==> src/rtl/ram_arb_pkg.sv <==
// ram_arb_pkg
// Shared definitions for the two-port RAM arbiter:
//   - default address/data widths matching the 8-bit single-port RAM
//   - sequencer state encodings (kept as plain constants so older code that
//     compares against raw state values keeps working)
//   - small helper used by the round-robin picker
package ram_arb_pkg;

    localparam int AW_DEFAULT = 8;
    localparam int DW_DEFAULT = 8;

    typedef logic [1:0] state_t;

    localparam logic [1:0] ST_IDLE  = 2'd0;
    localparam logic [1:0] ST_ISSUE = 2'd1;
    localparam logic [1:0] ST_WAIT  = 2'd2;

    // The port that should get priority after `id` has been served.
    function automatic logic other_port(input logic id);
        return ~id;
    endfunction

endpackage

==> src/rtl/rr_arb2.sv <==
// rr_arb2
// Two-way round-robin picker. The pick itself is combinational; only the
// priority pointer is registered.
// Ports:
//   clk      in   clock
//   rst      in   synchronous active-high reset (pointer -> port 0)
//   req[1:0] in   request vector, bit k = port k
//   advance  in   the current pick is being taken; move pointer past it
//   valid    out  at least one request is present
//   winner   out  port id picked this cycle (meaningful only when valid)
module rr_arb2
    import ram_arb_pkg::*;
(
    input  logic       clk,
    input  logic       rst,
    input  logic [1:0] req,
    input  logic       advance,
    output logic       valid,
    output logic       winner
);

    logic ptr_reg;

    assign valid = |req;

    // A lone requester wins outright; on contention the pointer decides.
    always_comb begin
        winner = 1'b0;
        if (req[0] && req[1]) begin
            winner = ptr_reg;
        end else begin
            winner = req[1];
        end
    end

    always_ff @(posedge clk) begin
        if (rst) begin
            ptr_reg <= 1'b0;
        end else if (advance && valid) begin
            ptr_reg <= other_port(winner);
        end
    end

endmodule

==> src/rtl/ram_arbiter_2p.sv <==
// ram_arbiter_2p
// Round-robin arbiter/sequencer that serialises single read/write
// transactions from two requesters onto a single-port RAM and routes read
// data back to the port that asked for it.
// Ports:
//   clk, rst                 clock, synchronous active-high reset
//   reqN, weN, addrN, wdataN requester N transaction (held until gntN)
//   gntN                     1-cycle pulse: transaction issued to the RAM
//   rvalidN                  1-cycle pulse: rdataN holds a new read result
//   rdataN                   last read result for port N
//   ram_rd, ram_wr           RAM strobes, never high together
//   ram_addr, ram_din        RAM address / write data (registered)
//   ram_dout                 RAM read data, valid the cycle after ram_rd
// Sequencing: IDLE arbitrates, ISSUE drives the RAM for one cycle, WAIT
// (reads only) lets the RAM output settle before it is captured.
module ram_arbiter_2p
    import ram_arb_pkg::*;
#(
    parameter int AW = AW_DEFAULT,
    parameter int DW = DW_DEFAULT
) (
    input  logic          clk,
    input  logic          rst,
    input  logic          req0,
    input  logic          we0,
    input  logic [AW-1:0] addr0,
    input  logic [DW-1:0] wdata0,
    input  logic          req1,
    input  logic          we1,
    input  logic [AW-1:0] addr1,
    input  logic [DW-1:0] wdata1,
    output logic          gnt0,
    output logic          gnt1,
    output logic          rvalid0,
    output logic          rvalid1,
    output logic [DW-1:0] rdata0,
    output logic [DW-1:0] rdata1,
    output logic          ram_rd,
    output logic          ram_wr,
    output logic [AW-1:0] ram_addr,
    output logic [DW-1:0] ram_din,
    input  logic [DW-1:0] ram_dout
);

    state_t        state_reg;
    state_t        state_next;

    // Transaction latch: everything the RAM sees comes from here.
    logic          id_reg;
    logic          we_reg;
    logic [AW-1:0] addr_reg;
    logic [DW-1:0] wdata_reg;

    // Read-return registers, one slot per port.
    logic [1:0]    rvalid_reg;
    logic [DW-1:0] rdata_reg [2];

    logic          arb_valid;
    logic          arb_winner;
    logic          accept;
    logic [1:0]    gnt_vec;

    logic          win_we;
    logic [AW-1:0] win_addr;
    logic [DW-1:0] win_wdata;

    // ------------------------------------------------------------------
    // Arbitration
    // ------------------------------------------------------------------
    assign accept = (state_reg == ST_IDLE) && arb_valid;

    rr_arb2 u_rr_arb2 (
        .clk     (clk),
        .rst     (rst),
        .req     ({req1, req0}),
        .advance (accept),
        .valid   (arb_valid),
        .winner  (arb_winner)
    );

    assign win_we    = arb_winner ? we1    : we0;
    assign win_addr  = arb_winner ? addr1  : addr0;
    assign win_wdata = arb_winner ? wdata1 : wdata0;

    // ------------------------------------------------------------------
    // Sequencer FSM
    // ------------------------------------------------------------------
    always_comb begin
        state_next = state_reg;
        case (state_reg)
            ST_IDLE:  if (arb_valid) state_next = ST_ISSUE;
            ST_ISSUE: state_next = we_reg ? ST_IDLE : ST_WAIT;
            ST_WAIT:  state_next = ST_IDLE;
            default:  state_next = ST_IDLE;
        endcase
    end

    always_ff @(posedge clk) begin
        if (rst) begin
            state_reg <= ST_IDLE;
        end else begin
            state_reg <= state_next;
        end
    end

    // Latch the winning transaction on the IDLE->ISSUE edge. addr/wdata are
    // left untouched otherwise so the RAM pins hold their last values.
    always_ff @(posedge clk) begin
        if (rst) begin
            id_reg    <= 1'b0;
            we_reg    <= 1'b0;
            addr_reg  <= '0;
            wdata_reg <= '0;
        end else if (accept) begin
            id_reg    <= arb_winner;
            we_reg    <= win_we;
            addr_reg  <= win_addr;
            wdata_reg <= win_wdata;
        end
    end

    // ------------------------------------------------------------------
    // RAM side
    // ------------------------------------------------------------------
    assign ram_wr   = (state_reg == ST_ISSUE) &&  we_reg;
    assign ram_rd   = (state_reg == ST_ISSUE) && !we_reg;
    assign ram_addr = addr_reg;
    assign ram_din  = wdata_reg;

    // ------------------------------------------------------------------
    // Per-port grant and read return
    // ------------------------------------------------------------------
    generate
        for (genvar gi = 0; gi < 2; gi++) begin : g_gnt
            assign gnt_vec[gi] = (state_reg == ST_ISSUE) && (id_reg == 1'(gi));
        end
    endgenerate

    // ram_dout is valid during WAIT; capture it at the closing edge so
    // rvalid is high in the following (IDLE) cycle. A reset at that edge
    // drops the read entirely.
    always_ff @(posedge clk) begin
        if (rst) begin
            rvalid_reg <= '0;
            for (int i = 0; i < 2; i++) begin
                rdata_reg[i] <= '0;
            end
        end else begin
            for (int i = 0; i < 2; i++) begin
                rvalid_reg[i] <= (state_reg == ST_WAIT) && (id_reg == 1'(i));
                if ((state_reg == ST_WAIT) && (id_reg == 1'(i))) begin
                    rdata_reg[i] <= ram_dout;
                end
            end
        end
    end

    assign gnt0    = gnt_vec[0];
    assign gnt1    = gnt_vec[1];
    assign rvalid0 = rvalid_reg[0];
    assign rvalid1 = rvalid_reg[1];
    assign rdata0  = rdata_reg[0];
    assign rdata1  = rdata_reg[1];

endmodule

==> config.mk <==
export PLATFORM = sky130hd
export DESIGN_NAME = ram_arbiter_2p
export DESIGN_NICKNAME = d
export VERILOG_FILES = /design/src/rtl/ram_arb_pkg.sv /design/src/rtl/rr_arb2.sv /design/src/rtl/ram_arbiter_2p.sv
export SDC_FILE = /design/constraint.sdc
export NUM_CORES = 1
export LEC_CHECK = 0
export ABC_AREA = 1
export BUFFER_PORTS_ARGS = -buffer_cell sky130_fd_sc_hd__buf_2
export CORE_UTILIZATION = 47
export CTS_BUF_LIST = sky130_fd_sc_hd__clkbuf_4
export CTS_CLUSTER_DIAMETER = 100
export DETAILED_ROUTE_END_ITERATION = 7
export PLACE_DENSITY = 0.9
export SETUP_SLACK_MARGIN = 0.1
export SLEW_MARGIN = 0
export SYNTH_ARGS = -nofsm -noshare
export SYNTH_HDL_FRONTEND = slang
export SYNTH_HIERARCHICAL = 1
export SYNTH_SLANG_ARGS = --single-unit
export TNS_END_PERCENT = 30
==> constraint.sdc <==
create_clock -name clk -period 1.96 [get_ports clk]
set_input_delay 0.196 -clock clk [delete_from_list [all_inputs] [get_ports clk]]
set_output_delay 0.196 -clock clk [all_outputs]
set_load 0.005 [all_outputs]
Yosys cells after proc, flatten, opt, wreduce, memory -nomap -nowiden:

Memories as Yosys holds them, arrays and structs flattened.
Cells that the tools add are included.

* mux-type cells: 17
* eq/ne operators: 3
* shift operators: 0
* $mul: 0
* bitwise logic cells: 4
* div/mod/pow operators: 0
* order comparisons: 0
* reductions and logical operators: 12
* add/subtract/negate cells: 0

Operators by type and width (number)
* $mux W8: 4
* $mux W1: 10
* $logic_and A1 B1 Y1: 9
* $mux W2: 2
* $pmux W2 S2: 1
* $eq A2 B1 Y1 const B: 1
* $eq A2 B2 Y1 const B: 1
* $logic_not A2 Y1: 1
* $ne A2 B2 Y1 const B: 1
* $not A1 Y1: 2
* $or A1 B1 Y1: 2
* $reduce_or A2 Y1: 1
* $logic_not A1 Y1: 1

* input bits: 46
* RAM bits: 16
* memory bits (read-only): 0
* output and inout bits: 38
* word-level logic and storage cells: 44
* memories kept: 1
* flip-flop bits (word level): 23
* latch bits: 0

Memory list
* rdata_reg: depth 2, width 8, rd ports 2, clocked after memory_dff 0, wr ports 2, RTL line ram_arbiter_2p.sv:56 `logic [DW-1:0] rdata_reg [2];`

Longest topological paths before layout:

* depth in word-level cells: 6
* depth in mapped cells: 9
* depth with buffers taken out: 7

Modules after synthesis:

Netlist, hierarchy kept.

Modules (own cells, without submodules)
* ram_arbiter_2p: sequential area each 920.9 sq um, cells each 223, times used 1, area an instance 1680.4 sq um
* rr_arb2: sequential area each 20.0 sq um, cells each 8, times used 1, area an instance 58.8 sq um

Worst setup path before layout:

No wires, ideal clock.

* path kind: register to register
* start point: register state_reg[1]
* end point: memory rdata_reg[0][0] (netlist bit) (enable)
* library setup time: 384 ps
* path slack: 467 ps
* stages on the path, launching flop included: 3
* buffers on the path: 0
* period minus slack after synthesis: 1493 ps
* data required time: 1576 ps
* arrival time: 1109 ps
* cells stage by stage: dfxtp_1 > nand2_1 > o21ai_0

RTL lines
* start, declared: RTL line ram_arbiter_2p.sv:45 `state_t state_reg;`
* start signal, assigned: RTL line ram_arbiter_2p.sv:102 `state_reg <= state_next;`
* end, declared: RTL line ram_arbiter_2p.sv:56

Worst setup path after layout:

* start point: register state_reg[0]
* end point: output port ram_rd

* cells in the longest elaborated chain, start to end: 2

Ends and longest elaborated chain
* $eq A2 B1 Y1: RTL line ram_arbiter_2p.sv:126 `assign ram_rd = (state_reg == ST_ISSUE) && !we_reg;`
* $logic_and A1 B1 Y1: RTL line ram_arbiter_2p.sv:126
* end, declared: RTL line ram_arbiter_2p.sv:38 `output logic ram_rd,`

Every way passes these cells.

==> run summary <==
Worst Setup End Kind - output pin
FILL cells - 331
Per-cell routed wire length - 9.90 µm
Pwr Total - 0.00195 W
Setup bufs post-CTS - 0
Switch share - 0.244
Pre-antenna DRT Iters - 4
Number of synthesized flops with an enable pin - 16
Final instance area - 0.00228 mm²
Worst EP arrival - 1.43 ns
Hold path start - rst
Pre-CTS setup slack - 0.609 ns
Clk buf depth - 2
Sequential area share after synthesis - 0.541
Status - complete, no violations
Site Rows - 21
Syn Inst Count - 231
Cell Area, Placed - 0.00217 mm²
Ant. Diodes - 0
RSZ-0062 raised after global routing - false
Grt total ovfl - 0
Final setup skew - 0.00766 ns
Detail Placement HPWL - 2650 µm
# Max-Cap Violations - 0
Cell Pwr Density - 857 mW/mm²
Total CTS buffers - 5
Max reg flops - 16
DIE AREA - 0.00395 mm²
Comb pwr share - 0.177
Ys Warns - 6
Residual DRC count - 0
Final ANT Viol Nets - 0
FMAX - 615 MHz
Clock sink total - 39
Mapped Nets - 277
Hold Path End - u_rr_arb2/ptr_reg
Die Wd - 62.8 µm
Main synth FF type - dfxtp_1
Reg2reg setup slack - 0.59 ns
Final WL - 3590 µm
Layout cells sized above 1 - 0.319
Worst-Margin Slew - 0.351 ns
Nets - 362
Routability Congestion - 0.831
Resized Gates After CTS - 0
H-tree levels - 2
Syn Area/Cell - 7.53 µm²
FF-to-FF End - we_reg
Area growth, synth to finish - 30.9%
CTS clock-pin slew for the worst setup and hold paths - 0.11 ns
Hold path cells - 2
First-pass GRT wire length - 6180 µm
Leakage power - 1.29 nW
Core Region - 0.00344 mm²
Top Ports - 84
Number of global-route vias before repair - 1554
Setup Viol. Count Final - 0
Post-synth design cell area - 0.00174 mm²
Antenna violations before repair - 0
Cts hold-fix bufs - 0
CTS tree - yes
Worst setup path class - flip-flop to output pin
Root buffer cell - clkbuf_4
Startpoint types - flip-flop
Largest net degree at the start of global routing - 37
Die H - 62.8 µm
Worst-path maximum fanout - 5
Initial Util - 0.505
Initial DRC count - 57
Period utilization - 0.829
Yosys reg bits - 39
Seq pwr share - 0.486
Latest clock arrival within the worst-skew pair - 0.34 ns
Vias - 1649
Post-route core utilization - 0.661
Worst R2R Path Depth - 8
GRT Total Usage - 0.199
Post-synthesis cell type count - 20
CP required - 1.76 ns
Pint - 0.00147 W
Synth async-reset ratio - 0
Final TNS setup - 0 ns
Power share of the clock group - 0.337
Port bufs - 83
Worst r2r src - u_rr_arb2/ptr_reg
Final WS setup - 0.335 ns
Final Max Slew Viols - 0
Worst min-delay path category - input port to flip-flop
Peak supply drop - 0.409 mV
Slew HR - 0.766
Min Tclk post-route - 1.63 ns
Final hold vios - 0
Routed vias/inst - 4.54
Net load switching power - 0.000476 W
[per-layer routing]
| layer | up-vias | share of wire | global-route usage |
|---|---|---|---|
| li1 | 857 | - | - |
| met1 | 710 | 0.42 | 0.203 |
| met2 | 71 | 0.49 | 0.378 |
| met3 | 11 | 0.069 | 0.0493 |
| met4 | 0 | 0.023 | 0.0901 |
| met5 | - | 0 | 0 |
[worst max path at each step]
stage,end,cells past startpoint,startpoint
2_1_floorplan,rdata_reg[0][0],2,state_reg[1]
3_3_place_gp,we_reg,8,u_rr_arb2/ptr_reg
3_5_place_dp,ram_din[3],8,u_rr_arb2/ptr_reg
4_1_cts,ram_rd,4,state_reg[0]
5_1_grt,ram_rd,4,state_reg[0]
6_report,ram_rd,4,state_reg[0]
[area by class of cell]
type / instances / area [µm²] / share of cell area
flip-flops and latches: 39 / 941 / 0.413
multi-input cells: 153 / 618 / 0.272
repair buffers: 86 / 438 / 0.192
inverters: 31 / 116 / 0.0511
clock inverters: 2 / 60.1 / 0.0264
well taps: 46 / 57.6 / 0.0253
clock buffers: 6 / 45.0 / 0.0198
[cell usage in the layout, fill, tap and decap left out, types with 2 or more instances in the layout]
cell type | netlist | layout
edfxtp_1 | 16 | 16
bufinv_16 | 0 | 2
dfxtp_1 | 23 | 23
inv_1 | 29 | 29
nor2_1 | 49 | 49
nand2_1 | 90 | 90
buf_4 | 2 | 3
buf_2 | 3 | 83
clkbuf_4 | 0 | 6
inv_2 | 2 | 2
nand3_1 | 4 | 4
[stage by stage]
stage	hold slack, ns	cells
after floorplan	0.258	231
after global placement	0.442	355
after detailed placement	0.449	355
after CTS	0.0787	363
after global routing	0.0937	363
final	0.0843	363
[cell usage after synthesis, types with 2 or more instances]
master,number,area (µm²)
nor2_1,49,184
inv_1,29,109
dfxtp_1,23,460
inv_2,2,7.51
nand2_1,90,338
buf_6,3,33.8
buf_2,3,15.0
nand3_1,4,20.0
buf_4,2,15.0
edfxtp_1,16,480
[critical path, cell delays in order (launching register included)]
cell     delay [ns]
dfxtp_1        0.39
inv_1          0.09
or2_2          0.34
nor2_1         0.14
buf_2          0.13
[kinds of logic (layout without fill, tap and decap cells)]
family          Yosys count  in the layout  share of synthesized area
buf+inv                  39            125                      0.104
compound gates            4              4                     0.0151
flops                    39             39                      0.541
simple gates            149            149                      0.340
[power groups by stage]
stage	Combinational, W	Sequential (W)	Clock (W)
finish	0.000344	0.000948	0.000657
CTS	0.000348	0.000949	0.000674
floorplan	0.000210	0.000971	0
global route	0.000396	0.000957	0.000712
detailed placement	0.000345	0.000967	0
global placement	0.000335	0.000965	0
Note: power is estimated with default switching activity, not from simulation.
